`src/rtl/axis_stream2bram_slave.sv`:
```
// rtl/axis_stream2bram_slave.sv - AXI4-Stream slave that writes one frame of beats into a BRAM write port
module axis_stream2bram_slave #(
    parameter int C_S_AXIS_TDATA_WIDTH = 32,
    parameter int DST_ADDR_WIDTH       = 12,
    parameter int DST_ADDR_MAX         = 1024
) (
    input  logic                                S_AXIS_ACLK,
    input  logic                                S_AXIS_ARESET,
    input  logic [C_S_AXIS_TDATA_WIDTH-1:0]     S_AXIS_TDATA,
    input  logic [C_S_AXIS_TDATA_WIDTH/8-1:0]   S_AXIS_TSTRB,
    input  logic                                S_AXIS_TLAST,
    input  logic                                S_AXIS_TVALID,
    output logic                                S_AXIS_TREADY,
    input  logic                                dst_ready,
    output logic [DST_ADDR_WIDTH-1:0]           dst_addr,
    output logic [C_S_AXIS_TDATA_WIDTH-1:0]     dst_data,
    output logic [C_S_AXIS_TDATA_WIDTH/8-1:0]   dst_we,
    output logic                                dst_enable,
    output logic [DST_ADDR_WIDTH:0]             word_count,
    output logic                                err_early_last,
    output logic                                err_overrun,
    output logic                                done
);

    // Address of the last word of a well-formed frame; the counter never writes past it.
    localparam logic [DST_ADDR_WIDTH-1:0] LAST_ADDR = DST_ADDR_WIDTH'(DST_ADDR_MAX - 1);

    typedef enum logic [2:0] {
        ST_WAIT,
        ST_RECV,
        ST_FLUSH,
        ST_DRAIN,
        ST_DONE
    } state_t;

    state_t                    state;
    state_t                    state_next;
    logic [DST_ADDR_WIDTH-1:0] addr_cnt;
    logic                      hs;
    logic                      at_last_addr;
    logic                      start;

    // The BRAM port is permanently enabled; writes are qualified by dst_we alone.
    assign dst_enable   = 1'b1;

    // TREADY is a registered function of state, so this handshake has no comb path to outputs.
    assign hs           = S_AXIS_TVALID && S_AXIS_TREADY;
    assign at_last_addr = (addr_cnt == LAST_ADDR);
    assign start        = (state == ST_WAIT) && dst_ready;

    // State register.
    always_ff @(posedge S_AXIS_ACLK or posedge S_AXIS_ARESET) begin
        if (S_AXIS_ARESET) begin
            state <= ST_WAIT;
        end else begin
            state <= state_next;
        end
    end

    // Next-state logic: frame ends on TLAST, or switches to draining once the BRAM is full.
    always_comb begin
        state_next = state;
        case (state)
            ST_WAIT: begin
                if (dst_ready) begin
                    state_next = ST_RECV;
                end
            end
            ST_RECV: begin
                if (hs) begin
                    if (S_AXIS_TLAST) begin
                        state_next = ST_FLUSH;
                    end else if (at_last_addr) begin
                        state_next = ST_DRAIN;
                    end
                end
            end
            ST_FLUSH: state_next = ST_DONE;
            ST_DRAIN: begin
                if (hs && S_AXIS_TLAST) begin
                    state_next = ST_DONE;
                end
            end
            ST_DONE:  state_next = ST_WAIT;
            default:  state_next = ST_WAIT;
        endcase
    end

    // Registered outputs: write port, handshake ready, counters, error flags and done pulse.
    always_ff @(posedge S_AXIS_ACLK or posedge S_AXIS_ARESET) begin
        if (S_AXIS_ARESET) begin
            S_AXIS_TREADY  <= 1'b0;
            done           <= 1'b0;
            dst_addr       <= '0;
            dst_data       <= '0;
            dst_we         <= '0;
            addr_cnt       <= '0;
            word_count     <= '0;
            err_early_last <= 1'b0;
            err_overrun    <= 1'b0;
        end else begin
            S_AXIS_TREADY <= (state_next == ST_RECV) || (state_next == ST_DRAIN);
            done          <= (state_next == ST_DONE);
            // Write strobe lives for exactly one cycle per accepted beat.
            dst_we        <= '0;
            if (start) begin
                addr_cnt       <= '0;
                word_count     <= '0;
                err_early_last <= 1'b0;
                err_overrun    <= 1'b0;
            end else if ((state == ST_RECV) && hs) begin
                dst_addr   <= addr_cnt;
                dst_data   <= S_AXIS_TDATA;
                dst_we     <= S_AXIS_TSTRB;
                // The counter may wrap after the last address, but RECV is always left on that beat.
                addr_cnt   <= addr_cnt + 1'b1;
                word_count <= word_count + 1'b1;
                if (S_AXIS_TLAST && !at_last_addr) begin
                    err_early_last <= 1'b1;
                end
                if (!S_AXIS_TLAST && at_last_addr) begin
                    err_overrun <= 1'b1;
                end
            end
        end
    end

endmodule

```
`config.mk`:
```
export PLATFORM = sky130hd
export DESIGN_NAME = axis_stream2bram_slave
export DESIGN_NICKNAME = d
export VERILOG_FILES = /design/src/rtl/axis_stream2bram_slave.sv
export SDC_FILE = /design/constraint.sdc
export NUM_CORES = 1
export LEC_CHECK = 0
export BUFFER_PORTS_ARGS = -buffer_cell sky130_fd_sc_hd__buf_4
export CAP_MARGIN = 20
export CORE_MARGIN = 3
export CORE_UTILIZATION = 51
export DETAILED_ROUTE_END_ITERATION = 8
export HOLD_SLACK_MARGIN = 0.02
export PLACE_DENSITY = 0.82
export SLEW_MARGIN = 20
export SYNTH_ARGS = -nofsm -noshare
export SYNTH_HDL_FRONTEND = slang
export SYNTH_SLANG_ARGS = --single-unit
```
`constraint.sdc`:
```
create_clock -name S_AXIS_ACLK -period 2.5 [get_ports S_AXIS_ACLK]
set_input_delay 0.25 -clock S_AXIS_ACLK [delete_from_list [all_inputs] [get_ports S_AXIS_ACLK]]
set_output_delay 0.25 -clock S_AXIS_ACLK [all_outputs]
set_load 0.01 [all_outputs]
```
* Yosys cells after proc, flatten, opt, wreduce, memory -nomap -nowiden
Index checks and enable logic that the tools add are counted.
Storage, ports and cells: flip-flop bits (word level) 80, bits of input ports 41, output and inout port bits 66
Operators by class: add/sub/neg operators 2, equal/unequal tests 7, multiplexer cells 18, bitwise operators 1, reductions and logical operators 16
Operators by type and width (number):
- 2-to-1 mux 13 bit | 2
- 2-to-1 mux 12 bit | 2
- 2-to-1 mux 3 bit | 5
- adder 13 x 1 -> 13 bit, second input constant | 1
- adder 12 x 1 -> 12 bit, second input constant | 1
- == test 12 x 10 -> 1 bit, second input constant | 1
- one-hot mux 3 bit (4 select lines) | 1
- == test 3 x 2 -> 1 bit, second input constant | 3
- 2-to-1 mux 4 bit | 2
- == test 3 x 1 -> 1 bit, second input constant | 2
- logical AND 1 bit | 6
- 2-to-1 mux 1 bit | 6
- AND reduction 2 bit | 3
- nonzero test 2 bit | 3
- == test 3 bit, second input constant | 1
- logical NOT 3 bit | 1
- logical NOT 1 bit | 2
- logical OR 1 bit | 1
- NOT 1 bit | 1

* Longest topological paths before layout
Gate-level depths: netlist of run 1.
depth in word-level cells 7, gate-level depth with buffers 8, mapped depth without buffers 5

* Worst setup path after synthesis of run 1
No wires, ideal clock.
path type register -> register, start reg state[0], end reg word_count[11], data arrival time 1474 ps, slack 905 ps, cell stages (with the launch flop) 7, buffers on the path 2, cell sequence dfrtp_1 > buf_6 > or4b_4 > buf_6 > nand2_1 > a31oi_1 > a41o_1
On the way: longest elaborated chain between the ends 3
Ends and longest elaborated chain:
- start, declared | line 36 | state_t state;
- start signal, assigned | line 56 | state <= state_next;
- == test 3 x 1 -> 1 bit / logical NOT 3 bit (equally long branches) | line 111, 49
- logical AND 1 bit (on tied branches) | line 111, 49
- nonzero test 2 bit (no source line) / 2-to-1 mux 13 bit (equally long branches)
- end signal, assigned | line 117 | word_count <= word_count + 1'b1;
- end, declared | line 19 | output logic [DST_ADDR_WIDTH:0] word_count,
Several ways; a longest one is shown, not always the timed one. A chain may end at the register's enable or synchronous reset.

* Final worst setup path of run 1
start reg state[1], end reg dst_addr[2]
On the way: longest elaborated chain between the ends 4
Ends and longest elaborated chain:
- logical NOT 3 bit | line 49 | assign start = (state == ST_WAIT) && dst_ready;
- logical AND 1 bit | line 49
- NOT 1 bit (no source line)
- AND reduction 2 bit (no source line) (*)
- end signal, assigned | line 112 | dst_addr <= addr_cnt;
- end, declared | line 15 | output logic [DST_ADDR_WIDTH-1:0] dst_addr,
Every way passes the cells marked *; elsewhere a longest branch is shown, timed or not.

==> results of run 1 <==
==> final timing paths <==
kind                                     startpoint                  endpoint  slack (ps)
max                              state[1]$_DFF_PP0_   dst_addr[2]$_DFFE_PP0P_         570
max in group asynchronous             S_AXIS_ARESET  dst_data[16]$_DFFE_PP0P_        1260
max reg2reg                      state[1]$_DFF_PP0_   dst_addr[2]$_DFFE_PP0P_         570
min reg2reg                dst_data[31]$_DFFE_PP0P_  dst_data[31]$_DFFE_PP0P_         480
min in group asynchronous             S_AXIS_ARESET   dst_data[0]$_DFFE_PP0P_         520
min                                S_AXIS_TDATA[20]  dst_data[20]$_DFFE_PP0P_          90
==> power by group through the flow <==
| stage | Clock, mW | Sequential [mW] | Combinational [mW] |
|---|---|---|---|
| 2_1_floorplan | 0 | 1.98 | 0.746 |
| 3_3_place_gp | 0 | 1.92 | 1.44 |
| 3_5_place_dp | 0 | 1.92 | 1.48 |
| 6_report | 1.04 | 1.91 | 1.46 |
| 5_1_grt | 1.13 | 1.95 | 1.64 |
| 4_1_cts | 1.06 | 1.90 | 1.49 |
==> cells in the final DEF, fill, tap and decap left out, types with 3 or more instances in the layout <==
cell type,count
sky130_fd_sc_hd__mux2i_1,5
sky130_fd_sc_hd__or3_1,3
sky130_fd_sc_hd__clkbuf_8,10
sky130_fd_sc_hd__nor4_1,4
sky130_fd_sc_hd__xor2_1,3
sky130_fd_sc_hd__xnor2_1,5
sky130_fd_sc_hd__nor2_1,16
sky130_fd_sc_hd__and3_1,5
sky130_fd_sc_hd__nand2_1,148
sky130_fd_sc_hd__o21ai_0,10
sky130_fd_sc_hd__dfrtp_1,80
sky130_fd_sc_hd__nand3_1,9
sky130_fd_sc_hd__nand4_1,6
sky130_fd_sc_hd__inv_1,4
sky130_fd_sc_hd__buf_4,109
sky130_fd_sc_hd__a21oi_1,8
sky130_fd_sc_hd__nor2b_1,3
==> cell type report <==
type	instances	area share, %
clock buffers	11	3.13
clock inverters	5	1.77
inverters	5	0.443
multi-input cells	261	29.5
flip-flops and latches	80	44.3
well taps	77	2.13
repair buffers	111	18.8
==> worst max-delay path: cells and delay by family, from the launching register on <==
kind,cells,cell delay [ps]
buf+inv,2,680
simple gates,3,530
flops,1,640
==> flip-flops by register name, summed over array words and instances, names as in the netlist <==
name	cells
dst_data	32
addr_cnt	12
err_overrun	1
dst_addr	12
done	1
S_AXIS_TREADY	1
state	3
err_early_last	1
word_count	13
dst_we	4
==> metal layers <==
| layer | GRT usage [%] | part of all wire, % | vias up |
|---|---|---|---|
| met3 | 3.91 | 5.5 | 13 |
| met1 | 26.0 | 44 | 1351 |
| met5 | 0 | 0 | - |
| met4 | 7.97 | 1.6 | 0 |
| met2 | 34.3 | 49 | 88 |
| li1 | - | - | 1396 |
==> kinds of logic (layout without fill, tap and decap cells) <==
logic type	after synthesis	after routing	synth area share [%]
AND/OR/NAND/NOR	213	213	28.2
flip-flops	80	80	57.9
AO/OA/AOI/OAI	32	32	5.83
buffers and inverters	23	132	3.73
XOR/XNOR	8	8	2.03
multiplexers	5	5	1.45
adder cells (fa/ha/maj)	2	2	0.724
other	1	1	0.108
==> out/summary.md, run 1 <==
## CTS
- 3 — number of levels in the clock H-tree
- 2 — maximum clock path buffer count
- done — clock tree from TritonCTS
- 80 ps — clock slew seen by the registers of the worst setup and hold paths
- 9 — total CTS buffers
- 80 — Num Clock Sinks
- sky130_fd_sc_hd__clkbuf_8 — cell at the root of the clock tree
- 0 — post-CTS setup repair buffer count
- 0 — post-cts repair resize count
- 1 — hold-fix buffers at CTS
- 350 ps — clock latency on the worst-skew pair

## Power and ir drop
- 23.6% — clock share of power
- 33.2% — part of the power in combinational logic
- 976 nW/um2 — Power Dens Cells
- 1.53 mW — net switching component of the power
- 2.89 mW — total internal power
- 34.6% — switching fraction of total power
- 0.000617 V — worst vdd ir
- 4.41 mW — post-layout power
- 2.42 nW — static power due to leakage
- 43.2% — fraction of power consumed by sequential logic

## Route
- 0 — final antenna-violating net count
- 0 — DRC viols
- 7640 um — total detailed-routing wirelength
- 141 — iteration-0 DRC count of the detailed router
- 2848 — vias
- 13.9 um — routed wirelength normalized by instance count
- 4 — first drt pass iteration count
- 5.18 — vias per inst

## Synthesis
- 407 — synthesized net count
- 100% — Post-synth ARST share
- sky130_fd_sc_hd__dfrtp_1, sky130_fd_sc_hd__nand2_1, sky130_fd_sc_hd__nor2_1 — most area-consuming cells after synthesis
- 46 — number of unique standard cell types used by synthesis
- sky130_fd_sc_hd__nand2_1 — library cell with the highest instance count after synthesis
- 0 — number of synthesized flops with an enable pin
- sky130_fd_sc_hd__nand2_1, sky130_fd_sc_hd__dfrtp_1, sky130_fd_sc_hd__nor2_1 — leading cell types by count after synthesis
- 57.9% — proportion of synthesized chip area in sequential cells
- 3460 um2 — Syn Std Cell Area
- sky130_fd_sc_hd__dfrtp_1 — Synth area leader
- 80 — Yosys reg bits
- 57.9% — Yosys top cell area share
- 0 — yosys warns
- 364 — gate count after technology mapping
- 9.50 um2 — mean cell area of the mapped netlist
- sky130_fd_sc_hd__dfrtp_1 — primary flip-flop cell chosen by synthesis mapping

## Run
- 0 — max-cap violations

## Layout
- 28.8% — fraction of final layout cells with drive strength greater than 1
- 4520 um2 — Final Instance Area
- 2000 um2 — register cell area after layout
- 1330 um2 — multi-input gate area in the final layout
- 70.0% — final cell utilization of the core
- 0 — # diodes
- 30.8% — layout-stage area growth over the synthesis result
- 519 — filler cell count
- 550 — number of standard cells in the layout, taps in and fillers out
- 511 — Final #Nets

## Outcome
- complete, no violations — outcome

## Timing
- 0 ps — Final TNS setup
- 519 MHz — Max Fclk
- 574 ps — Worst Slack Setup Final
- 51.0% — worst slew slack as a fraction of its limit
- 77.0% — share of the clock period used by the worst path
- 0 — number of failing setup endpoints in the final timing report
- false — setup repair after global routing missed its margin
- 1930 ps — min cycle time layout
- 85.4 ps — Final Hold Slack
- 0 — Final Max Slew Viols
- 0 — count of final hold-check violations
- 6.60 ps — Fin Clk Skew
- 733 ps — actual slew at the worst max-slew pin

## Critical path
- 5 — depth of the worst register-to-register path
- 33 — maximum fanout along the worst path
- 640 ps — max incr delay on CP
- 2220 ps — worst path arrival time
- 2790 ps — data required time of the worst path
- register — Worst Setup Start Kind
- register — crit path capture type
- inv_1 -> nand2_2 -> buf_4 -> nand2_1 -> nand2_1 — sequence of cells on the critical path
- sky130_fd_sc_hd__nand2_1 — Worst path most repeated cell
- sky130_fd_sc_hd__dfrtp_1 — Crit-path slowest cell
- register to register — critical path start-end classification

## Place
- 533 — total placed cells including tap cells
- 105 — count of input and output buffers
- 5520 um — half-perimeter wire length of the detailed placement result
- 4290 um2 — Post-DP Area
- 601 ps — dpl ws
- 0.830 — final weighted congestion in routability-driven placement

## Die
- 6460 um2 — standard cell core area
- 29 — Site Rows
- 53.5% — Starting Density
- 88.3 um — die width
- 88.3 um — Die Y-Extent
- 107 — number of top-level pins
- 7800 um2 — total die area

## Min path
- input pin to register — Hold/Removal Path Class
- 3 — cell depth of the worst hold path

## Global routing
- 12600 um — global-route wire length before repair
- 2807 — vias in the first global route
- 0 — residual overflow from global routing
- 20.3% — global routing usage summed across all routing layers
- 39 — maximum number of pins on one net before global-route repair
- 0 — initial antenna violation count

Power figures use the tool's default switching activity.
==> inputs of run 2 (changes only) <==
==> constraint.sdc (replaced) <==
create_clock -name S_AXIS_ACLK -period 1.8 [get_ports S_AXIS_ACLK]
set_input_delay 0.18 -clock S_AXIS_ACLK [delete_from_list [all_inputs] [get_ports S_AXIS_ACLK]]
set_output_delay 0.18 -clock S_AXIS_ACLK [all_outputs]
set_load 0.01 [all_outputs]
==> run 2 against run 1 <==
Total power is 36% higher. Flip-flop and latch count stayed put. Register-to-register slack worse by 470 ps. Clock power up 9%. Non-clock buffer count up 26. Critical path type unchanged. Critical endpoint is now addr_cnt[2]$_DFFE_PP0P_.
==> out/summary.md, run 2 (synthesized netlist as in run 1, its figures left out) <==
## Outcome
- complete, no violations — outcome

## Layout
- dst_data x32, word_count x13 — largest registers
- 32 — number of flip-flops in the largest register, unchanged
- sky130_fd_sc_hd__nand2_1, sky130_fd_sc_hd__buf_4, sky130_fd_sc_hd__dfrtp_1 — top library cells by usage in the layout, fill and taps aside
- 0 — # diodes, unchanged
- 36.8% — layout-stage area growth over the synthesis result
- sky130_fd_sc_hd__nand2_1 — most common cell after layout, fill and taps aside
- 537 — Final #Nets, +5.1%
- dst_data — largest reg by FF count
- 29.1% — fraction of final layout cells with drive strength greater than 1, +0.31 points

## Die
- 6460 um2 — standard cell core area, unchanged
- 7800 um2 — total die area, unchanged
- 88.3 um — Die Y-Extent, unchanged
- 107 — number of top-level pins, unchanged
- 29 — Site Rows, unchanged
- 53.5% — Starting Density, unchanged
- 88.3 um — die width, unchanged

## Critical path
- register to register — critical path start-end classification
- 100 ps — minimum setup slack among reg-to-reg paths, -470 ps
- addr_cnt[2]$_DFFE_PP0P_ — destination of the worst register-to-register timing path
- register — Worst Setup Start Kind
- 6 — maximum fanout along the worst path, -82%
- register — crit path capture type
- or4b_4 -> o21ai_2 -> o21ai_0 -> a22o_1 — sequence of cells on the critical path
- simple AND/OR/NAND/NOR gates — crit-path leading delay family
- 2040 ps — data required time of the worst path, -750 ps
- state[0]$_DFF_PP0_ — worst reg2reg path startpoint
- 4 — depth of the worst register-to-register path, -1
- 620 ps — max incr delay on CP, -20 ps
- sky130_fd_sc_hd__or4b_4 — Crit-path slowest cell
- 1940 ps — worst path arrival time, -280 ps
- 0 — buffers plus inverters on the worst setup path, -2

## Power and ir drop
- 3.81 mW — total internal power, +32%
- 1270 nW/um2 — Power Dens Cells, +30%
- 6.00 mW — post-layout power, +36%
- 2.19 mW — net switching component of the power, +44%
- 36.5% — switching fraction of total power, +1.9 points
- 37.7% — part of the power in combinational logic, +4.5 points
- 43.5% — fraction of power consumed by sequential logic, +0.3 points
- 2.51 nW — static power due to leakage, +4.0%
- 0.000875 V — worst vdd ir, +42%
- 18.8% — clock share of power, -4.8 points

## CTS
- done — clock tree from TritonCTS
- 3 — number of levels in the clock H-tree, unchanged
- 0 — post-CTS setup repair buffer count, unchanged
- 2 — maximum clock path buffer count, unchanged
- 80 ps — clock slew seen by the registers of the worst setup and hold paths, about the same
- sky130_fd_sc_hd__clkbuf_8 — cell at the root of the clock tree
- 350 ps — clock latency on the worst-skew pair, about the same
- 80 — Num Clock Sinks, unchanged
- 9 — total CTS buffers, unchanged

## Place
- 105 — count of input and output buffers, unchanged
- 0.834 — final weighted congestion in routability-driven placement, +0.49%
- 5680 um — half-perimeter wire length of the detailed placement result, +2.9%

## Timing
- 11.1 ps — Fin Clk Skew, +4.48 ps
- 0 — Final Max Slew Viols, unchanged
- 94.5% — share of the clock period used by the worst path, +17 points
- 1700 ps — min cycle time layout, -225 ps
- 588 MHz — Max Fclk, +13%
- 0 — number of failing setup endpoints in the final timing report, unchanged
- 0 ps — Final TNS setup, unchanged
- false — setup repair after global routing missed its margin
- 0 — count of final hold-check violations, unchanged

## Route
- 5.20 — vias per inst, +0.52%
- 0 — DRC viols, unchanged
- 0 — final antenna-violating net count, unchanged
- 14.3 um — routed wirelength normalized by instance count, +3.1%
- 4 — first drt pass iteration count, unchanged
- 2998 — vias, +5.3%
- 8250 um — total detailed-routing wirelength, +8.0%
- 193 — iteration-0 DRC count of the detailed router, +37%

## Global routing
- 2980 — vias in the first global route, +6.2%
- 0 — residual overflow from global routing, unchanged
- 46 — maximum number of pins on one net before global-route repair, +18%
- 0 — initial antenna violation count, unchanged
- 13600 um — global-route wire length before repair, +8.0%
- 22.1% — global routing usage summed across all routing layers, +1.8 points

## Min path
- S_AXIS_TDATA[3] — Worst Hold Launch
- dst_data[3]$_DFFE_PP0P_ — worst-case hold path end point
- input pin to register — Hold/Removal Path Class
- 3 — cell depth of the worst hold path, unchanged

## Run
- 0 — max-cap violations, unchanged

==> run 2: final cells by class <==
type                    instances  area, um2
well taps                      77       96.3
flip-flops and latches         80       2000
clock buffers                  11        131
fillers                       460       1730
multi-input cells             261       1350
inverters                       5       22.5
clock inverters                 5       31.3
repair buffers                137       1100
==> run 2: stage by stage <==
stage               cells  hold WS, ps  area [um2]  setup WS (ps)  utilization [%]
detailed placement    541          235        4370           82.5             67.6
global route          576         22.3        4730          0.463             73.2
global placement      541          233        4370            113             67.6
finish                576         20.6        4730           99.6             73.2
floorplan             364          285        3460            205                -
CTS                   573         20.1        4690           43.9             72.6
==> run 2: worst max-delay path by stage <==
stage / start / to / depth (start not counted)
5_1_grt: state[0]$_DFF_PP0_ / addr_cnt[2]$_DFFE_PP0P_ / 4
3_3_place_gp: addr_cnt[0]$_DFFE_PP0P_ / state[1]$_DFF_PP0_ / 5
6_report: state[0]$_DFF_PP0_ / addr_cnt[2]$_DFFE_PP0P_ / 4
4_1_cts: addr_cnt[0]$_DFFE_PP0P_ / state[1]$_DFF_PP0_ / 5
2_1_floorplan: state[0]$_DFF_PP0_ / word_count[11]$_DFFE_PP0P_ / 6
3_5_place_dp: addr_cnt[0]$_DFFE_PP0P_ / state[1]$_DFF_PP0_ / 5
==> run 2: power by group through the flow <==
stage	Combinational, mW	Sequential (mW)	Clock [mW]
after floorplan	1.04	2.75	0
after CTS	2.26	2.60	1.15
after detailed placement	2.23	2.63	0
after global routing	2.52	2.66	1.25
final	2.26	2.61	1.13
after global placement	2.16	2.61	0
==> run 2: metal layers <==
metal,up-vias,share of wire [%],wire (um),global-route usage [%]
met5,-,0,0,0
met4,0,1.2,95,6.18
met3,13,5.5,453,4.93
met2,92,51,4240,37.7
met1,1438,42,3460,28.7
li1,1455,-,-,-
==> run 2: tightest hold or removal path, delay by kind of cell <==
kind | cells | cell delay (ps)
buffers and inverters | 1 | 80
AND/OR/NAND/NOR | 2 | 80
==> run 2: repair_timing <==
item	4_1_cts	5_1_grt
endpoints found under the setup margin	0	15
gates resized for setup	0	4
hold buffers	16	3
endpoints found under the hold margin	35	3
